File: src/rtl/note_player_pkg.sv
// Shared types and constants for the note sequencer: widths, FSM states and the
// pitch-to-phase-step table used by the frequency ROM.
package note_player_pkg;

    localparam int NOTE_W = 6;
    localparam int DUR_W  = 6;
    localparam int STEP_W = 20;

    localparam logic [NOTE_W-1:0] NOTE_REST = '0;

    typedef enum logic [1:0] {
        IDLE,
        LOAD,
        PLAYING
    } state_e;

    // {10-bit integer, 10-bit fraction} phase steps; code 1 = A1, each code one
    // equal-tempered semitone up, anchored on B6. A#5 keeps its hand-tuned value.
    localparam logic [STEP_W-1:0] STEP_TABLE [64] = '{
        20'd0,      20'd9633,   20'd10206,  20'd10813,
        20'd11456,  20'd12137,  20'd12859,  20'd13624,
        20'd14434,  20'd15292,  20'd16201,  20'd17165,
        20'd18185,  20'd19267,  20'd20413,  20'd21626,
        20'd22912,  20'd24275,  20'd25718,  20'd27248,
        20'd28868,  20'd30585,  20'd32403,  20'd34330,
        20'd36371,  20'd38534,  20'd40826,  20'd43253,
        20'd45825,  20'd48550,  20'd51437,  20'd54496,
        20'd57736,  20'd61170,  20'd64807,  20'd68661,
        20'd72743,  20'd77068,  20'd81652,  20'd86507,
        20'd91651,  20'd97101,  20'd102875, 20'd108992,
        20'd115473, 20'd122340, 20'd129615, 20'd137322,
        20'd145487, 20'd154137, 20'd162878, 20'd173015,
        20'd183303, 20'd194203, 20'd205751, 20'd217985,
        20'd230947, 20'd244680, 20'd259230, 20'd274644,
        20'd290975, 20'd308275, 20'd326609, 20'd346030
    };

endpackage

File: src/rtl/note_player_if.sv
// Bundle of the controller, codec and sine_reader signals seen by note_player.
// The master side is the surrounding system; the slave side is note_player itself.
interface note_player_if;
    import note_player_pkg::*;

    logic                play_enable;
    logic                load_new_note;
    logic [NOTE_W-1:0]   note_to_load;
    logic [DUR_W-1:0]    duration_to_load;
    logic                beat;
    logic                generate_next_sample;
    logic [15:0]         sample_in;
    logic                sample_ready_in;
    logic [STEP_W-1:0]   step_size;
    logic                generate_next;
    logic [15:0]         sample_out;
    logic                new_sample_ready;
    logic                done_with_note;
    logic                busy;

    modport master (
        output play_enable, load_new_note, note_to_load, duration_to_load,
               beat, generate_next_sample, sample_in, sample_ready_in,
        input  step_size, generate_next, sample_out, new_sample_ready,
               done_with_note, busy
    );

    modport slave (
        input  play_enable, load_new_note, note_to_load, duration_to_load,
               beat, generate_next_sample, sample_in, sample_ready_in,
        output step_size, generate_next, sample_out, new_sample_ready,
               done_with_note, busy
    );

endinterface

File: src/rtl/frequency_rom.sv
// Pitch code to phase step lookup with a one-cycle registered read.
module frequency_rom
    import note_player_pkg::*;
(
    input  logic              clk,
    input  logic              reset,
    input  logic [NOTE_W-1:0] note_i,
    output logic [STEP_W-1:0] step_o
);

    logic [STEP_W-1:0] step_q;

    always_ff @(posedge clk or posedge reset) begin
        if (reset) begin
            step_q <= '0;
        end else begin
            step_q <= STEP_TABLE[note_i];
        end
    end

    assign step_o = step_q;

endmodule

File: src/rtl/note_player.sv
// Plays one note at a time: looks up its phase step, counts enabled beats until it
// expires, gates codec requests to sine_reader and re-registers returned samples.
module note_player
    import note_player_pkg::*;
(
    input  logic         clk,
    input  logic         reset,
    note_player_if.slave bus
);

    state_e              state_q;
    logic [NOTE_W-1:0]   note_q;
    logic [DUR_W-1:0]    dur_q;
    logic [DUR_W-1:0]    remaining_q;
    logic [STEP_W-1:0]   step_q;
    logic [STEP_W-1:0]   rom_step;
    logic [15:0]         sample_q;
    logic [15:0]         sample_d;
    logic                sample_rdy_q;
    logic                playing;
    logic                beat_tick;

    // The ROM is addressed straight from the load port so its registered output is
    // ready during LOAD, one cycle before step_size must be valid.
    frequency_rom u_rom (
        .clk    (clk),
        .reset  (reset),
        .note_i (bus.note_to_load),
        .step_o (rom_step)
    );

    assign playing   = (state_q == PLAYING);
    assign beat_tick = bus.beat & bus.play_enable & playing;

    always_ff @(posedge clk or posedge reset) begin
        if (reset) begin
            state_q     <= IDLE;
            note_q      <= '0;
            dur_q       <= '0;
            remaining_q <= '0;
            step_q      <= '0;
        end else begin
            case (state_q)
                IDLE: begin
                    if (bus.load_new_note) begin
                        note_q  <= bus.note_to_load;
                        dur_q   <= bus.duration_to_load;
                        state_q <= LOAD;
                    end
                end
                LOAD: begin
                    step_q      <= rom_step;
                    remaining_q <= (dur_q == '0) ? DUR_W'(1) : dur_q;
                    state_q     <= PLAYING;
                end
                PLAYING: begin
                    if (beat_tick) begin
                        remaining_q <= remaining_q - DUR_W'(1);
                        if (remaining_q == DUR_W'(1)) begin
                            state_q <= IDLE;
                        end
                    end
                end
                default: state_q <= IDLE;
            endcase
        end
    end

    // Samples are forwarded in every state so a request made just before expiry
    // still reaches the codec; rests are forced to silence.
    always_comb begin
        sample_d = bus.sample_in;
        if (note_q == NOTE_REST) begin
            sample_d = '0;
        end
    end

    always_ff @(posedge clk or posedge reset) begin
        if (reset) begin
            sample_q     <= '0;
            sample_rdy_q <= 1'b0;
        end else begin
            sample_rdy_q <= bus.sample_ready_in;
            if (bus.sample_ready_in) begin
                sample_q <= sample_d;
            end
        end
    end

    assign bus.step_size        = step_q;
    assign bus.generate_next    = bus.generate_next_sample & bus.play_enable & playing;
    assign bus.sample_out       = sample_q;
    assign bus.new_sample_ready = sample_rdy_q;
    assign bus.done_with_note   = beat_tick & (remaining_q == DUR_W'(1));
    assign bus.busy             = (state_q != IDLE);

endmodule
File: src/flat_wrapper.sv
// flat-port wrapper written by rule: the top's interface ports become plain ports
module note_player_flat import note_player_pkg::*;
  (clk, reset, bus_play_enable, bus_load_new_note, bus_note_to_load, bus_duration_to_load, bus_beat, bus_generate_next_sample, bus_sample_in, bus_sample_ready_in, bus_step_size, bus_generate_next, bus_sample_out, bus_new_sample_ready, bus_done_with_note, bus_busy);
  note_player_if bus_i ();
  input  logic clk;
  input  logic reset;
  input wire logic [$bits(bus_i.play_enable)-1:0] bus_play_enable;
  input wire logic [$bits(bus_i.load_new_note)-1:0] bus_load_new_note;
  input wire logic [$bits(bus_i.note_to_load)-1:0] bus_note_to_load;
  input wire logic [$bits(bus_i.duration_to_load)-1:0] bus_duration_to_load;
  input wire logic [$bits(bus_i.beat)-1:0] bus_beat;
  input wire logic [$bits(bus_i.generate_next_sample)-1:0] bus_generate_next_sample;
  input wire logic [$bits(bus_i.sample_in)-1:0] bus_sample_in;
  input wire logic [$bits(bus_i.sample_ready_in)-1:0] bus_sample_ready_in;
  output wire logic [$bits(bus_i.step_size)-1:0] bus_step_size;
  output wire logic [$bits(bus_i.generate_next)-1:0] bus_generate_next;
  output wire logic [$bits(bus_i.sample_out)-1:0] bus_sample_out;
  output wire logic [$bits(bus_i.new_sample_ready)-1:0] bus_new_sample_ready;
  output wire logic [$bits(bus_i.done_with_note)-1:0] bus_done_with_note;
  output wire logic [$bits(bus_i.busy)-1:0] bus_busy;
  assign bus_i.play_enable = bus_play_enable;
  assign bus_i.load_new_note = bus_load_new_note;
  assign bus_i.note_to_load = bus_note_to_load;
  assign bus_i.duration_to_load = bus_duration_to_load;
  assign bus_i.beat = bus_beat;
  assign bus_i.generate_next_sample = bus_generate_next_sample;
  assign bus_i.sample_in = bus_sample_in;
  assign bus_i.sample_ready_in = bus_sample_ready_in;
  assign bus_step_size = bus_i.step_size;
  assign bus_generate_next = bus_i.generate_next;
  assign bus_sample_out = bus_i.sample_out;
  assign bus_new_sample_ready = bus_i.new_sample_ready;
  assign bus_done_with_note = bus_i.done_with_note;
  assign bus_busy = bus_i.busy;
  note_player u_core (.clk(clk), .reset(reset), .bus(bus_i));
endmodule
File: config.mk
export PLATFORM = sky130hd
export DESIGN_NAME = note_player_flat
export DESIGN_NICKNAME = d
export VERILOG_FILES = /design/src/rtl/note_player_pkg.sv /design/src/rtl/note_player_if.sv /design/src/rtl/frequency_rom.sv /design/src/rtl/note_player.sv /design/src/flat_wrapper.sv
export SDC_FILE = /design/constraint.sdc
export NUM_CORES = 1
export LEC_CHECK = 0
export BUFFER_PORTS_ARGS = -buffer_cell sky130_fd_sc_hd__buf_2
export CAP_MARGIN = 10
export CORE_ASPECT_RATIO = 0.7
export CORE_MARGIN = 5
export CORE_UTILIZATION = 40
export CTS_BUF_LIST = sky130_fd_sc_hd__clkbuf_8
export CTS_CLUSTER_DIAMETER = 40
export DETAILED_ROUTE_END_ITERATION = 8
export PLACE_DENSITY = 0.68
export SYNTH_ARGS = -nofsm -noshare
export SYNTH_HDL_FRONTEND = slang
export SYNTH_SLANG_ARGS = --single-unit
export TNS_END_PERCENT = 30
File: constraint.sdc
create_clock -name clk -period 3 [get_ports clk]
set_input_delay 0.75 -clock clk [delete_from_list [all_inputs] [get_ports clk]]
set_output_delay 0.75 -clock clk [all_outputs]
set_load 0.03 [all_outputs]
Yosys cells after proc, flatten, opt, wreduce, memory -nomap -nowiden --
Memory sizes are Yosys's and may differ from the RTL's. A register that Yosys moved wholly into a read port is not among the register bits. Cells that the tools add are included.
Storage, ports and cells: register bits after elaboration 57, bits in read-only memories 1280, input bits 35, logic and storage cells 37, memories kept 1
Cells by class: add/subtract/negate cells 1, equality and inequality tests 6, muxes and demuxes 8, bitwise logic cells 6, reductions and logical operators 8
Memory list:
- (no name shown) | depth 64, width 20, read ports 1, clocked after Yosys merged registers in 1, wr ports 0, line frequency_rom.sv:17 | step_q <= STEP_TABLE[note_i];
Operators with widths (number):
- 2-to-1 mux 16 bit | 1
- zero test 6 bit | 2
- 2-to-1 mux 6 bit | 2
- case mux 6 bit (2 select lines) | 1
- NOT 6 -> 7 bit | 1
- equality test 6 x 1 -> 1 bit (second input constant) | 1
- 2-to-1 mux 2 bit | 3
- inequality test 2 bit (second input constant) | 3
- case mux 2 bit (3 select lines) | 1
- subtractor 6 x 1 -> 6 bit (second input constant) | 1
- AND 1 bit | 5
- AND reduction 2 bit | 2
- nonzero test 2 bit | 2
- AND reduction 3 bit | 1
- equality test 2 x 1 -> 1 bit (second input constant) | 1
- equality test 2 bit (second input constant) | 1
- zero test 2 bit | 1

Depth between registers and ports, before layout --
Gate-level depths: netlist (run 1).
word-level depth 4, depth in mapped cells 9

By module --
From an unflattened synthesis (run 1), not the netlist that was laid out.
Unflattened totals: cells, all modules 492, area, all modules 4757.1 um^2
By module, submodules not included:
- note_player | times used 1, cells an instance 200, area each 2387.3 um^2, seq. area each 1426.4 um^2
- frequency_rom | times used 1, cells an instance 292, area each 2369.8 um^2, seq. area each 475.5 um^2

Worst setup path after synthesis (run 1) --
No wires, ideal clock.
kind input port to flip-flop, from input bus_note_to_load[0], to register u_core.u_rom.step_q[2] (netlist: u_core.u_rom.step_o[2]), data arrival time 2.392 ns, required time 2.867 ns, slack 0.475 ns, stages on the path 8, buffers on the path 2, cell sequence clkbuf_1 -> inv_1 -> ha_1 -> clkbuf_1 -> mux4_2 -> nor2b_1 -> a41oi_1 -> nand3_1
Between the ends: word-level cells in the longest chain between the ends 1
RTL lines:
- start: declaration | line flat_wrapper.sv:9 | input wire logic [$bits(bus_i.note_to_load)-1:0] bus_note_to_load;
- NOT 6 -> 7 bit (not written as such) | line frequency_rom.sv:17
- end: declaration | line frequency_rom.sv:11 | logic [STEP_W-1:0] step_q;
No other way between the ends. A chain may end at the register's enable or synchronous reset.

Worst setup path after layout (run 1) --
from register u_core.remaining_q[1], to output bus_done_with_note
Between the ends: word-level cells in the longest chain between the ends 2
RTL lines:
- start: declaration | line note_player.sv:14 | logic [DUR_W-1:0] remaining_q;
- start signal: assignment | line note_player.sv:53 | remaining_q <= (dur_q == '0) ? DUR_W'(1) : dur_q;
- start signal: assignment | line note_player.sv:58 | remaining_q <= remaining_q - DUR_W'(1);
- equality test 6 x 1 -> 1 bit | line note_player.sv:94 | assign bus.done_with_note = beat_tick & (remaining_q == DUR_W'(1));
- AND 1 bit | line note_player.sv:94
- end: declaration | line flat_wrapper.sv:19 | output wire logic [$bits(bus_i.done_with_note)-1:0] bus_done_with_note;
No other way between the ends.

==> flow_summary.toml, run 1 <==
[outcome]
status = "finished clean"

[synthesis]
synth_edf_count = 0
avgSynthCellArea_sq_um = 8.787
ys_ff_latch = 75
netlist_area_sq_um = 4561
yosys-top-cells-area = "dfrtp_1, nand2_1, ha_1"
synth_top_area_frac = 0.4115
synthCells = 519
postSynth.asyncResetShare = 1.000
ys_types = 64
syn-num-nets = 567
yosysTopAreaCell = "dfrtp_1"
yosysSeqAreaShare = 0.4115
ys.flop_type = "dfrtp_1"
synth_warnings = 0

[global_route]
grt-ovfl-total = 0
grt_pass1_wl_um = 20650
grt_max_degree = 76
grt_pass1_vias = 3915
antenna_found_initial = 0
grt_use_total = 0.1919

[timing]
drv_slew = 0
clock.fmax_mhz = 400.5
clock_skew_ns = 0.009645
tightest_slew_ns = 1.006
hold_viol = 0
final.setup.worst_slack_ns = 0.5029
rsz0062_at_grt = "false"
fin_crit_ns = 2.497
finalCritPeriodShare = 0.8324
finalSetupViolations = 0
slew-limit-headroom = 0.3296
tns_ns = 0
holdWs_ns = 0.4387

[clocking]
post-cts-setup-buffers = 0
cts_resized = 0
clk_latency_ns = 0.34
clkTransAtPathRegs_ns = 0.08
numClockSinks = 75
clockRootBuffer = "clkbuf_8"
cts_inserted_buffers = 9
cts_hold_buf = 0
clock_path_buffers = 2
cts_tree = "done"
cts_htree_levels = 3

[setup_path]
path_buf_inv = 2
end_kind = "primary output"
crit_start = "u_core.remaining_q[1]"
rr_endpoint = "u_core.bus.step_size[9]"
critPathKind = "flip-flop to primary output"
r2r_slack_ns = 1.22
crit_arrival_ns = 1.75
path_cells = "inv_1 > ha_1 > nor3b_1 > nand4_1 > nor3_1 > buf_2"
critPathMaxStageDelay_ns = 0.43
critPathMaxFanout = 3
cp_top_family = "simple AND/OR/NAND/NOR gates"
worstPathRequired_ns = 2.25
worstRegToRegCells = 5
r2r-start = "u_core.state_q[0]"
cp-start-kind = "flip-flop"
cp_slowest_cell = "dfrtp_1"

[finish]
final_core_util = 0.4798
final_cell_area_sq_um = 5321
diodes = 0
syn2layout_area_growth_pct = 16.68
nets = 632
fill_cells = 1087
multi_input_area_sq_um = 2357
mostFrequentLayoutCell = "nand2_1"
seqCellArea_sq_um = 1877
layout_common_cells = "nand2_1, dfrtp_1, buf_2"
drive_gt1_frac = 0.2224

[floorplan]
start_util = 0.4112
chipHeight_um = 99.34
die_w_um = 137.6
die_area_sq_um = 13670
rows = 32
coreArea_sq_um = 11090
io_pins = 75

[pwr]
cellLeakagePower_nw = 2.549
power_density_nw_per_um2 = 689.2
ir_drop_uv = 518.2

[flow_run]
maxCapViolCount = 0

[placed_design]
gp_congestion = 1.005
place_ws_ns = 0.3370
place_area_sq_um = 5109
place_hpwl_um = 9404
port-buffer-count = 73

[drt]
vias_per_cell = 5.620
drt_pass1_iterations = 5
vias = 4170
route.detailed.drc = 0
wl_um = 13080
first_iter_violations = 439
wl_per_cell_um = 17.63
ant_nets = 0

[worst_hold_path]
hold_path_class = "flip-flop to flip-flop"
min_path_cells = 2
hp-start = "u_core.u_rom.step_o[2]"
min_to = "u_core.bus.step_size[2]"
## worst register-to-register path, stage by stage, from the launching register on
cell	delay, ns
dfrtp_1	0.42
inv_1	0.11
nor2_1	0.72
buf_4	0.33
nand2_1	0.08
nand2_1	0.06
## final cells by class
class	instances	area share
sequential	75	0.3527
tap	153	0.03597
clock buffer	12	0.03104
clock inverter	4	0.008935
timing repair buffer	98	0.1086
multi-input combinational	372	0.4430
inverter	28	0.01975
## power breakdown
part           leakage [nW]  internal, mW  total, mW  switching [mW]
combinational          1.52         0.467       1.34           0.874
sequential            0.910          1.31       1.52           0.207
clock                 0.114         0.451      0.805           0.353
total                  2.55          2.23       3.67            1.43
## stage by stage
stage	instances	total power, mW
after floorplan	519	2.473
final	742	3.667
after CTS	742	3.699
after global routing	742	3.913
after detailed placement	726	2.883
after global placement	726	2.851
## sequential cells by signal, summed over array words and instances, names as in the netlist
signal	count
u_core.bus.new_sample_ready	1
u_core.bus.step_size	19
u_core.state_q	2
u_core.u_rom.step_o	19
u_core.bus.sample_out	16
u_core.dur_q	6
u_core.remaining_q	6
u_core.note_q	6
## synth_stat cells (3+ instances only)
master / n
ha_1: 13
inv_1: 25
o2111ai_1: 3
mux2i_1: 7
buf_2: 18
a311oi_1: 3
a21oi_1: 14
mux2_1: 10
o221ai_1: 4
o21ai_1: 4
nand3_1: 17
a211oi_1: 9
mux2_2: 6
dfrtp_1: 75
mux4_2: 4
o22ai_1: 16
nor3b_1: 3
and3_1: 5
nor2b_1: 9
nand4_1: 6
nor2_1: 29
nand2_1: 101
o211ai_1: 10
nor3_1: 12
clkbuf_1: 19
nand2b_1: 12
nand3b_1: 3
a31oi_1: 10
buf_4: 5
o21ai_0: 18
a21o_1: 5
## how the worst max path moves through the flow
stage,cells past startpoint,end,slack [ns]
6_report,6,bus_done_with_note,0.50
5_1_grt,6,bus_done_with_note,0.30
4_1_cts,6,bus_done_with_note,0.51
3_5_place_dp,7,u_core.u_rom.step_o[11],0.34
3_3_place_gp,6,u_core.u_rom.step_o[10],0.41
2_1_floorplan,1,u_core.bus.new_sample_ready,0.34
## cells by family after synthesis
family / synth area share
flip-flops: 0.4115
AND/OR/NAND/NOR: 0.2137
XOR/XNOR: 0.001921
multiplexers: 0.08121
AO/OA/AOI/OAI: 0.1835
adder cells (fa/ha/maj): 0.03567
buffers and inverters: 0.07161
other: 0.0008223
## routing by layer
layer / vias up / wire length (um) / global-route usage
li1: 1963 / - / -
met3: 21 / 1384 / 0.06320
met5: - / 0 / 0
met4: 0 / 142 / 0.05598
met1: 1973 / 6101 / 0.2884
met2: 213 / 5455 / 0.2597
Power figures use the tool's default switching activity.
==> run 2, diff against run 1 <==
ABC_AREA = 1   (was unset)
PLACE_DENSITY = 0.7   (was 0.68)
clock period = 2.2 ns   (was 3 ns; I/O delays follow)
==> flow_summary.toml, run 2 <==
[synthesis]
synth_compound_area_frac = 0.1066
synth_simple_gate_area_share = 0.3433
avgSynthCellArea_sq_um = 7.306
synth_edf_count = 0
synthAdderAreaFrac = 0.03608
synth_warnings = 0
postSynth.asyncResetShare = 1.000
synth_top_area_frac = 0.4163
ys_ff_latch = 75
netlist_area_sq_um = 4508
yosys-top-cells-area = "dfrtp_1, nand2_1, nand3_1"
ys_types = 31
synthCells = 617
synth-xor-area-share = 0.003886
yosysSeqAreaShare = 0.4163
ys.flop_type = "dfrtp_1"
yosysMostFrequentCell = "nand2_1"
muxShareOfSynthArea = 0
syn-num-nets = 665
yosysTopAreaCell = "dfrtp_1"
synth_top_family_by_area = "simple AND/OR/NAND/NOR gates"
synth_common_cells = "nand2_1, dfrtp_1, nand3_1, o21ai_0, inv_1"

[setup_path]
critPathMaxFanout = 4
critPathKind = "flip-flop to primary output"
crit_arrival_ns = 1.50
worstRegToRegCells = 5
r2r-start = "u_core.state_q[0]"
r2r_slack_ns = 0.67
cp-start-kind = "flip-flop"
end_kind = "primary output"
worstPathRequired_ns = 1.65
rr_endpoint = "u_core.state_q[1]"

[pwr]
ir_drop_uv = 334.5
pwr-share-clk = 0.213
power_density_nw_per_um2 = 990.9
cellLeakagePower_nw = 2.838
seq_power_share = 0.389
switchingPower_mw = 2.233
switching_share = 0.4283
pwr-share-comb = 0.397
cellInternalPower_mw = 2.982

[timing]
drv_slew = 0
tns_ns = 0
clock_skew_ns = 0.007169
slew-limit-headroom = 0.5611
finalCritPeriodShare = 0.9323
hold_viol = 0
rsz0062_at_grt = "false"
clock.fmax_mhz = 487.6
finalSetupViolations = 0
fin_crit_ns = 2.051
final.setup.worst_slack_ns = 0.1489
tightest_slew_ns = 0.6566

[finish]
syn2layout_area_growth_pct = 16.74
mostFrequentLayoutCell = "nand2_1"
nets = 737
diodes = 0
drive_gt1_frac = 0.2032
layout_common_cells = "nand2_1, dfrtp_1, buf_2"

[global_route]
grt_max_degree = 76
grt_pass1_vias = 4007
antenna_found_initial = 1
grt-ovfl-total = 0
grt_pass1_wl_um = 20750
grt_use_total = 0.1940

[drt]
wl_met3_um = 1441
wl_um = 12870
vias = 4328
vias_per_cell = 5.110
drt_pass1_iterations = 5
ant_nets = 0
wl_met1_um = 6145
met2_wirelength_um = 5070
first_iter_violations = 397
routed.top_layer = "met5"
wl_per_cell_um = 15.20
route.detailed.drc = 0

[floorplan]
die_w_um = 136.9
start_util = 0.4094
io_pins = 75
die_area_sq_um = 13530
rows = 32
chipHeight_um = 98.82
coreArea_sq_um = 11010

[clocking]
clockRootBuffer = "clkbuf_8"
numClockSinks = 75
cts_inserted_buffers = 9
cts_hold_buf = 0
clock_path_buffers = 2
cts_tree = "done"
clkTransAtPathRegs_ns = 0.09
clk_latency_ns = 0.35
cts_htree_levels = 3

[placed_design]
place_hpwl_um = 9747
port-buffer-count = 73
gp_congestion = 0.9890
place_ws_ns = 0.1994

[flow_run]
maxCapViolCount = 0

[outcome]
status = "finished clean"

[worst_hold_path]
hold_path_class = "input port to async pin"
-- run 2: layer usage --
layer  vias up  track usage
met5         -            0
met1      1969       0.2980
met3        17      0.04490
met2       217       0.2684
li1       2123            -
met4         2      0.05982
-- run 2: power groups by stage --
stage | combinational [mW] | clock (mW) | sequential (mW)
2_1_floorplan | 1.08 | 0 | 2.42
3_3_place_gp | 2.05 | 0 | 2.03
3_5_place_dp | 2.07 | 0 | 2.05
4_1_cts | 2.08 | 1.15 | 2.03
5_1_grt | 2.32 | 1.19 | 2.08
6_report | 2.07 | 1.11 | 2.03
-- run 2: cell families (layout without fill, tap and decap cells) --
kind of cell	count (synthesis)	in the layout
AND/OR/NAND/NOR	351	351
AO/OA/AOI/OAI	88	88
buffers and inverters	87	164
flip-flops	75	75
adder cells (fa/ha/maj)	13	13
XOR/XNOR	2	2
other	1	1
-- run 2: per-stage QoR --
stage	util	power, mW	area [sq um]	hold WS, ns	instances
4_1_cts	0.4772	5.255	5254	0.2989	847
3_5_place_dp	0.4582	4.122	5045	0.4330	831
2_1_floorplan	-	3.503	4512	0.4258	617
6_report	0.4780	5.215	5263	0.2874	847
5_1_grt	0.4780	5.587	5263	0.3226	847
3_3_place_gp	0.4582	4.076	5045	0.4294	831
-- run 2: how the worst max path moves through the flow --
stage	end	depth (start not counted)	from	slack, ns
floorplan	bus_done_with_note	2	bus_beat	0.03
global placement	u_core.u_rom.step_o[6]	11	bus_note_to_load[0]	0.20
detailed placement	u_core.u_rom.step_o[11]	11	bus_note_to_load[0]	0.20
CTS	bus_done_with_note	5	u_core.remaining_q[1]	0.06
global route	bus_done_with_note	5	u_core.remaining_q[1]	0.03
finish	bus_done_with_note	5	u_core.remaining_q[1]	0.15
-- run 2: critical path: stages (launching register included) --
cell	delay, ns
dfrtp_1	0.39
inv_1	0.12
ha_1	0.16
nand2_1	0.08
nor4_2	0.21
buf_4	0.20
-- run 2: cell type report --
class	count	area, sq um
Sequential cell	75	1877
Fill cell	1082	5748
Timing Repair Buffer	92	548.0
Multi-Input combinational cell	455	2218
Inverter	56	219.0
Clock inverter	6	71.32
Tap cell	153	191.4
Clock buffer	10	137.6
-- run 2: timing repair --
| item | CTS | global route |
|---|---|---|
| resized for setup | 0 | 2 |
| setup endpoints to repair | 0 | 1 |
| setup buffers | 0 | 0 |
==> run 3, diff against run 2 <==
ABC_AREA = unset   (was 1)
==> flow_summary.toml, run 3 (synthesis gave the netlist of run 1 again) <==
[setup_path]
crit_arrival_ns = 1.58
worstPathRequired_ns = 1.65
critPathKind = "flip-flop to primary output"
crit_start = "u_core.remaining_q[1]"
critPathMaxStageDelay_ns = 0.40
end_kind = "primary output"
cp-start-kind = "flip-flop"
path_cells = "inv_2 > ha_1 > nor3b_4 > nand4_1 > nor3_2 > buf_4"
critPathMaxFanout = 2
r2r-start = "u_core.note_q[3]"
cp_slowest_cell = "dfrtp_1"

[global_route]
grt_max_degree = 34
grt-ovfl-total = 0
grt_use_total = 0.2020
grt_pass1_wl_um = 21920
antenna_found_initial = 0
grt_pass1_vias = 4081

[placed_design]
place_inst = 748
port-buffer-count = 73
place_ws_ns = -0.02015
place_hpwl_um = 10080
gp_congestion = 1.022

[timing]
finalCritPeriodShare = 0.9674
rsz0062_at_grt = "true"
holdWs_ns = 0.1451
tightest_slew_ns = 0.7191
tns_ns = 0
drv_slew = 0
fin_crit_ns = 2.128
finalSetupViolations = 0
slew-limit-headroom = 0.5206
final.setup.worst_slack_ns = 0.07180
clock.fmax_mhz = 469.9
hold_viol = 0
clock_skew_ns = 0.006417

[worst_hold_path]
hold_path_class = "input port to async pin"

[clocking]
cts_hold_buf = 0
numClockSinks = 75
cts_htree_levels = 3
cts_tree = "done"
clk_latency_ns = 0.35
cts_inserted_buffers = 9
clkTransAtPathRegs_ns = 0.09
clockRootBuffer = "clkbuf_8"
clock_path_buffers = 2

[finish]
drive_gt1_frac = 0.2610
diodes = 0
fin_cells = 766
layout_common_cells = "nand2_1, dfrtp_1, buf_2"
syn2layout_area_growth_pct = 21.59
nets = 656
mostFrequentLayoutCell = "nand2_1"

[drt]
wl_per_cell_um = 17.80
vias_per_cell = 5.619
ant_nets = 0
first_iter_violations = 460
vias = 4304
wl_um = 13630
route.detailed.drc = 0
drt_pass1_iterations = 5

[floorplan]
rows = 32
start_util = 0.4112
die_area_sq_um = 13670
io_pins = 75
coreArea_sq_um = 11090
chipHeight_um = 99.34
die_w_um = 137.6

[pwr]
power_density_nw_per_um2 = 927.6
ir_drop_uv = 551.1
power.total_mw = 5.144
cellLeakagePower_nw = 2.657

[outcome]
status = "finished clean"

[flow_run]
maxCapViolCount = 0
-- run 3: changes by cell type in the layout (fill, tap and decap cells not counted), sizes merged, moves of 16 or more --
cell	previous run	this run
nand2	237	101
buf	92	122
o22ai	0	16
inv	58	28
o21ai	65	22
mux2	0	18
nand3	70	17
-- run 3: cell type report --
type	instances	area, sq um
Fill cell	1050	5545
Multi-Input combinational cell	372	2374
Clock buffer	10	137.6
Tap cell	153	191.4
Clock inverter	6	70.07
Sequential cell	75	1878
Timing Repair Buffer	122	785.8
Inverter	28	108.9
-- run 3: where the power goes --
group	internal, mW	switching [mW]	total [mW]
logic	0.707	1.23	1.94
registers	1.79	0.293	2.09
clock network	0.562	0.552	1.11
-- run 3: final timing paths --
| path | slack [ns] | depth (start not counted) | to |
|---|---|---|---|
| min in group clk | 0.41 | 2 | u_core.dur_q[5] |
| hold reg to reg | 0.44 | 2 | u_core.bus.step_size[16] |
| hold / removal | 0.15 | 2 | u_core.bus.sample_out[2] |
| setup / recovery | 0.07 | 6 | bus_done_with_note |
| setup reg to reg | 0.40 | 3 | u_core.bus.sample_out[4] |
| max in group asynchronous | 1.55 | 3 | u_core.bus.step_size[6] |
-- run 3: worst max-delay path, delay by kind of cell (launching register included) --
family	cells	cell delay [ns]
fa+ha+maj	1	0.13
buf+inv	2	0.25
flops	1	0.40
simple gates	3	0.44
-- run 3: metrics by stage --
stage          utilization  cell area, sq um
2_1_floorplan            -              4564
3_3_place_gp        0.4781              5303
3_5_place_dp        0.4781              5303
4_1_cts             0.4983              5527
5_1_grt             0.5000              5545
6_report            0.5000              5545
-- run 3: repair_timing --
item | in CTS | in global routing
gates resized for setup | 3 | 3
buffers inserted | 1 | 1
endpoints found under the setup margin | 1 | 1
hold endpoints to repair | 0 | 0
pin swaps | 0 | 1
-- run 3: metal layers --
metal	up-vias	wire, um	GRT usage
li1	2015	-	-
met1	2029	6464	0.3072
met2	236	5393	0.2755
met3	24	1564	0.06724
met4	0	211	0.04448
met5	-	0	0
